$ cat src/rtl/fetch_sequencer_pkg.sv
// Shared definitions for the accumulator CPU fetch/sequencing path.
// Optional feature macro: FETCH_SINGLE_STEP_EN (adds the PAUSE state).
package cpu_pkg;

    localparam int unsigned OP_W = 7;
    localparam logic [OP_W-1:0] OP_HALT = 7'h7F;

    // Bit positions inside the {Z,N,C,V} status nibble
    localparam int unsigned FLAG_Z = 3;
    localparam int unsigned FLAG_N = 2;
    localparam int unsigned FLAG_C = 1;
    localparam int unsigned FLAG_V = 0;

    // Instruction word is {opcode, literal}; default literal width is 8
    localparam int unsigned INSTR_W = OP_W + 8;

    function automatic int unsigned instr_width(input int unsigned k_w);
        return OP_W + k_w;
    endfunction

    typedef enum logic [2:0] {
        ST_IDLE,
        ST_FETCH,
        ST_EXEC,
`ifdef FETCH_SINGLE_STEP_EN
        ST_HALT,
        ST_PAUSE
`else
        ST_HALT
`endif
    } state_e;

endpackage

$ cat src/rtl/fetch_sequencer_instr_mem.sv
// Instruction memory: simple dual-port RAM, synchronous write (load side)
// and synchronous registered read (fetch side). Contents are not reset.
module instr_mem #(
    parameter int unsigned AW = 8,
    parameter int unsigned DW = 15
) (
    input  logic          clk,
    input  logic          we_i,
    input  logic [AW-1:0] waddr_i,
    input  logic [DW-1:0] wdata_i,
    input  logic          re_i,
    input  logic [AW-1:0] raddr_i,
    output logic [DW-1:0] rdata_o
);

    logic [DW-1:0] mem_q [0:(1<<AW)-1];
    logic [DW-1:0] rdata_q;

    // Write on load request; read register only updates when a fetch is issued
    always_ff @(posedge clk) begin
        if (we_i) begin
            mem_q[waddr_i] <= wdata_i;
        end
        if (re_i) begin
            rdata_q <= mem_q[raddr_i];
        end
    end

    assign rdata_o = rdata_q;

endmodule

$ cat src/rtl/fetch_sequencer.sv
// Instruction fetch and sequencing: PC, instruction memory, status register
// and the IDLE/FETCH/EXEC/HALT control FSM.
// Optional feature macro: FETCH_SINGLE_STEP_EN (step input + PAUSE state).
module fetch_sequencer
    import cpu_pkg::*;
#(
    parameter int unsigned PC_W = 8,
    parameter int unsigned K_W  = 8
) (
    input  logic              clk,
    input  logic              rst,
    input  logic              start,
`ifdef FETCH_SINGLE_STEP_EN
    input  logic              step,
`endif
    input  logic              ld_valid,
    output logic              ld_ready,
    input  logic [PC_W-1:0]   ld_addr,
    input  logic [OP_W+K_W-1:0] ld_data,
    input  logic              LP,
    input  logic [3:0]        flags_in,
    input  logic              flags_we,
    output logic [OP_W-1:0]   opcode,
    output logic [K_W-1:0]    literal,
    output logic [3:0]        status,
    output logic [PC_W-1:0]   pc,
    output logic              instr_valid,
    output logic              halted
);

    localparam int unsigned IW = OP_W + K_W;

    state_e            state_q, state_d;
    logic [PC_W-1:0]   pc_q, pc_d;
    logic [3:0]        status_q, status_d;
    logic [IW-1:0]     ir_q;
    logic              mem_we;
    logic              mem_re;
    logic [OP_W-1:0]   ir_op;
    logic [K_W-1:0]    ir_lit;

    // The RAM's registered read data is the instruction register: it only
    // reloads during FETCH, so it holds the word throughout EXEC.
    instr_mem #(
        .AW (PC_W),
        .DW (IW)
    ) u_imem (
        .clk     (clk),
        .we_i    (mem_we),
        .waddr_i (ld_addr),
        .wdata_i (ld_data),
        .re_i    (mem_re),
        .raddr_i (pc_q),
        .rdata_o (ir_q)
    );

    assign ir_op  = ir_q[IW-1:K_W];
    assign ir_lit = ir_q[K_W-1:0];

    // Next-state, PC, status and memory-strobe logic
    always_comb begin
        state_d  = state_q;
        pc_d     = pc_q;
        status_d = status_q;
        mem_we   = 1'b0;
        mem_re   = 1'b0;
        case (state_q)
            ST_IDLE, ST_HALT: begin
                mem_we = ld_valid & ~rst;
                if (start) begin
                    pc_d    = '0;
                    state_d = ST_FETCH;
                end
            end
            ST_FETCH: begin
                mem_re  = 1'b1;
                state_d = ST_EXEC;
            end
            ST_EXEC: begin
                if (ir_op == OP_HALT) begin
                    state_d = ST_HALT;
                end else begin
                    pc_d = LP ? PC_W'(ir_lit) : pc_q + 1'b1;
                    if (flags_we) begin
                        status_d = flags_in;
                    end
`ifdef FETCH_SINGLE_STEP_EN
                    state_d = ST_PAUSE;
`else
                    state_d = ST_FETCH;
`endif
                end
            end
`ifdef FETCH_SINGLE_STEP_EN
            ST_PAUSE: begin
                if (step) begin
                    state_d = ST_FETCH;
                end
            end
`endif
            default: state_d = ST_IDLE;
        endcase
    end

    // State, PC and status registers with synchronous reset
    always_ff @(posedge clk) begin
        if (rst) begin
            state_q  <= ST_IDLE;
            pc_q     <= '0;
            status_q <= '0;
        end else begin
            state_q  <= state_d;
            pc_q     <= pc_d;
            status_q <= status_d;
        end
    end

    assign instr_valid = (state_q == ST_EXEC);
    assign halted      = (state_q == ST_HALT);
    assign ld_ready    = (state_q == ST_IDLE) || (state_q == ST_HALT);
    assign opcode      = instr_valid ? ir_op  : OP_HALT;
    assign literal     = instr_valid ? ir_lit : '0;
    assign status      = status_q;
    assign pc          = pc_q;

endmodule
$ cat config.mk
export PLATFORM = sky130hd
export DESIGN_NAME = fetch_sequencer
export DESIGN_NICKNAME = d
export VERILOG_FILES = /design/src/rtl/fetch_sequencer_pkg.sv /design/src/rtl/fetch_sequencer_instr_mem.sv /design/src/rtl/fetch_sequencer.sv
export SDC_FILE = /design/constraint.sdc
export NUM_CORES = 2
export LEC_CHECK = 0
export BUFFER_PORTS_ARGS = -buffer_cell sky130_fd_sc_hd__buf_4
export CAP_MARGIN = 20
export CORE_ASPECT_RATIO = 1.25
export CORE_MARGIN = 2
export CORE_UTILIZATION = 40
export DETAILED_ROUTE_END_ITERATION = 10
export SYNTH_ARGS = -nofsm -noshare
export SYNTH_HDL_FRONTEND = slang
export SYNTH_HIERARCHICAL = 1
export SYNTH_SLANG_ARGS = --single-unit
$ cat constraint.sdc
create_clock -name clk -period 4.81 [get_ports clk]
set_clock_uncertainty 0.2 [all_clocks]
set_input_delay 0.2405 -clock clk [delete_from_list [all_inputs] [get_ports clk]]
set_output_delay 0.2405 -clock clk [all_outputs]
set_load 0.05 [all_outputs]
==> impl_metrics.toml <==
[status]
status = "finished with violations"
violations = "slew limit"

[power_and_ir_drop]
p_per_area_mw_per_mm2 = 410
power_uw = 69800
leakagePower_uw = 0.0512
ir_drop_v = 0.000286

[min_path]
hp-start = "ld_data[12]"
hold_path_end = "u_imem/mem_q[146][12]"
hold_depth = 2
holdCritPathClass = "in -> reg"

[routing]
drtIter0Drc = 8680
ant_nets = 0
wl_per_cell_um = 31.6
vias_per_cell = 5.86
vias = 73900
drt_drc_violations_left = 0
first_pass_iters = 6
routed_wl_um = 398000

[logic_synthesis]
syn-cell-area_mm2 = 0.149
syn-instance-count = 6823
synth_edf_count = 3855
synth_seq_area_share_pct = 78.0
synth_cell_types = 70
synth_area_per_cell_um2 = 21.8
synth.net_count = 6861
synth_top_flop_cell = "edfxtp_1"
ys_async_sr_fraction_pct = 0
ys_ff_latch = 3869
yosys_warnings = 6

[timing]
fmax_ghz = 0.222
setup_slack_ns = 0.315
whs_ns = 0.0855
drv_slew = 39
setup_viol = 0
tns_ns = 0
min_period_over_period_pct = 93.5
maxSlewHeadroom_pct = -7.24
hold_viol_final = 0
tightest_slew_ns = 1.61
rsz0062_at_grt = "no"
min_period_ns = 4.50

[clock_network]
path_clk_slew_ns = 0.06
clockBufferDepth = 4
cts_tree = "built"
cts.sinks = 3869
cts_made_buffers = 361
ctsHoldBuffers = 43
cts-resized-gates = 0
post_cts_buffers = 0
worstSkewPairLatency_ns = 0.92
cts_root_buf = "clkbuf_16"
cts-htree-levels = 5

[floorplanning]
fp.dieArea_mm2 = 0.377
coreArea_mm2 = 0.371
die_height_um = 686
die_w_um = 549
start_util_pct = 40.1
ios = 63
rows = 250

[cells_and_area]
layout.cells.most_common = "edfxtp_1"
area_growth_pct = 14.4
fin_area_mm2 = 0.170
drive_gt1_share_pct = 26.7
nNetsFinal = 7453
mostFrequentLayoutCells = "edfxtp_1, mux4_2, buf_4"

[global_route]
grt_max_degree = 164
use_met1_pct = 27.5
grt_pass1_vias = 74500
overflow = 0
antenna_found_initial = 23
grtUsageMet3_pct = 2.98
gr-max-usage-layer = "met2"
grt.total_usage_pct = 20.9
use_met2_pct = 34.9
grt_pass1_wl_um = 563000

[placed_design]
dp_slack_ns = 0.363
io_buffer_count = 62
hpwl_um = 245000
dpl_cell_area_mm2 = 0.158
globalplace.congestion = 0.848

[setup_path]
rr_endpoint = "u_imem/rdata_o[12]"
rr_worst_depth = 8
required_ns = 5.21
regToRegSetupSlack_ns = 0.31
critPathLaunchType = "register"
path_max_fanout = 36
rr_startpoint = "pc[0]"
crit_arrival_ns = 4.89
critical_path_class = "reg -> reg"
cp-end-kind = "register"

[flow_run]
maxCapViolations = 0
[worst max path at each step]
stage / from / to / slack [ns] / cells past startpoint
after floorplan: state_q[0] / u_imem/mem_q[234][0] / 1.38 / 8
after global placement: pc[0] / u_imem/rdata_o[9] / 0.18 / 8
after detailed placement: pc[0] / u_imem/rdata_o[12] / 0.36 / 9
after CTS: pc[0] / u_imem/rdata_o[12] / 0.36 / 9
after global routing: pc[0] / u_imem/rdata_o[12] / 0.25 / 8
final: pc[0] / u_imem/rdata_o[12] / 0.31 / 8
[synthesized netlist by cell type (6+ instances only)]
cell      instances  share of area (%)
buf_4            56               0.28
nor3b_1          10              0.050
a22o_1           21               0.12
o32ai_1           9              0.053
a211oi_1         40               0.20
nor2b_1          33               0.14
nor3_1           37               0.12
nand2b_1         14              0.059
nor2_1          300               0.76
and3b_1           7              0.041
mux2i_1         232                1.6
a31oi_1          16              0.067
and2_1           11              0.046
o211ai_1          6              0.030
nand3_1          41               0.14
dfxtp_1          14               0.19
buf_2            85               0.29
buf_12            9               0.12
o31ai_1          12              0.061
mux2_2           66               0.50
nand2_1          79               0.20
buf_1            29              0.073
a22oi_1         222                1.1
inv_1            11              0.028
mux4_2          826                 13
nor4_1           26               0.11
a221oi_1         49               0.29
o21ai_0          48               0.16
buf_6            44               0.33
o221ai_1         77               0.45
a21oi_1         167               0.56
o221ai_2          6              0.061
edfxtp_1       3855                 78
o22ai_1         102               0.43
buf_8            17               0.17
clkbuf_1        171               0.43
nand4_1          13              0.055
[flip-flops by register name, summed over array words and instances (netlist names)]
name and cells:
u_imem/rdata_o 15, u_imem/mem_q 3840, status 4, state_q 2, pc 8
[cells by family after synthesis]
family	Yosys count	synth area share [%]
AOI/OAI and AO/OA	795	3.74
adders and majority gates	5	0.0421
buffers and inverters	424	1.73
DFF	3869	78.0
muxes	1124	14.6
and+or+nand+nor	606	1.92
[cell type report]
class,count,area [um^2]
clock inverter,206,2370
tap,4914,6150
sequential,3869,116000
fill,30500,201000
inverter,13,48.8
clock buffer,443,9510
antenna,12,30.0
timing repair buffer,640,5690
multi-input combinational,2530,30300
[per-layer routing]
metal / vias up / routed length [um]
met5: - / 78
met4: 12 / 17500
met3: 623 / 29200
met2: 3231 / 198000
met1: 40000 / 153000
li1: 30100 / -
[report_power, final]
group	internal (uW)	total, uW	switching (uW)
Combinational	1290	3600	2310
Sequential	37100	37200	109
Clock	16700	29000	12300
[per-stage QoR]
step	utilization [%]	cells
4_1_cts	45.9	12600
6_report	45.9	12600
2_1_floorplan	-	6823
5_1_grt	45.9	12600
3_5_place_dp	42.6	11900
3_3_place_gp	42.6	11900
[worst max-delay path, stage by stage (launching register included)]
cell and delay [ns]:
dfxtp_4 0.71, buf_12 0.27, buf_12 0.31, buf_4 0.44, mux4_2 0.56, a22oi_1 0.20
a21oi_1 0.24, nor4_1 1.07, nor3b_1 0.16
Note: power is estimated with default switching activity, not from simulation.
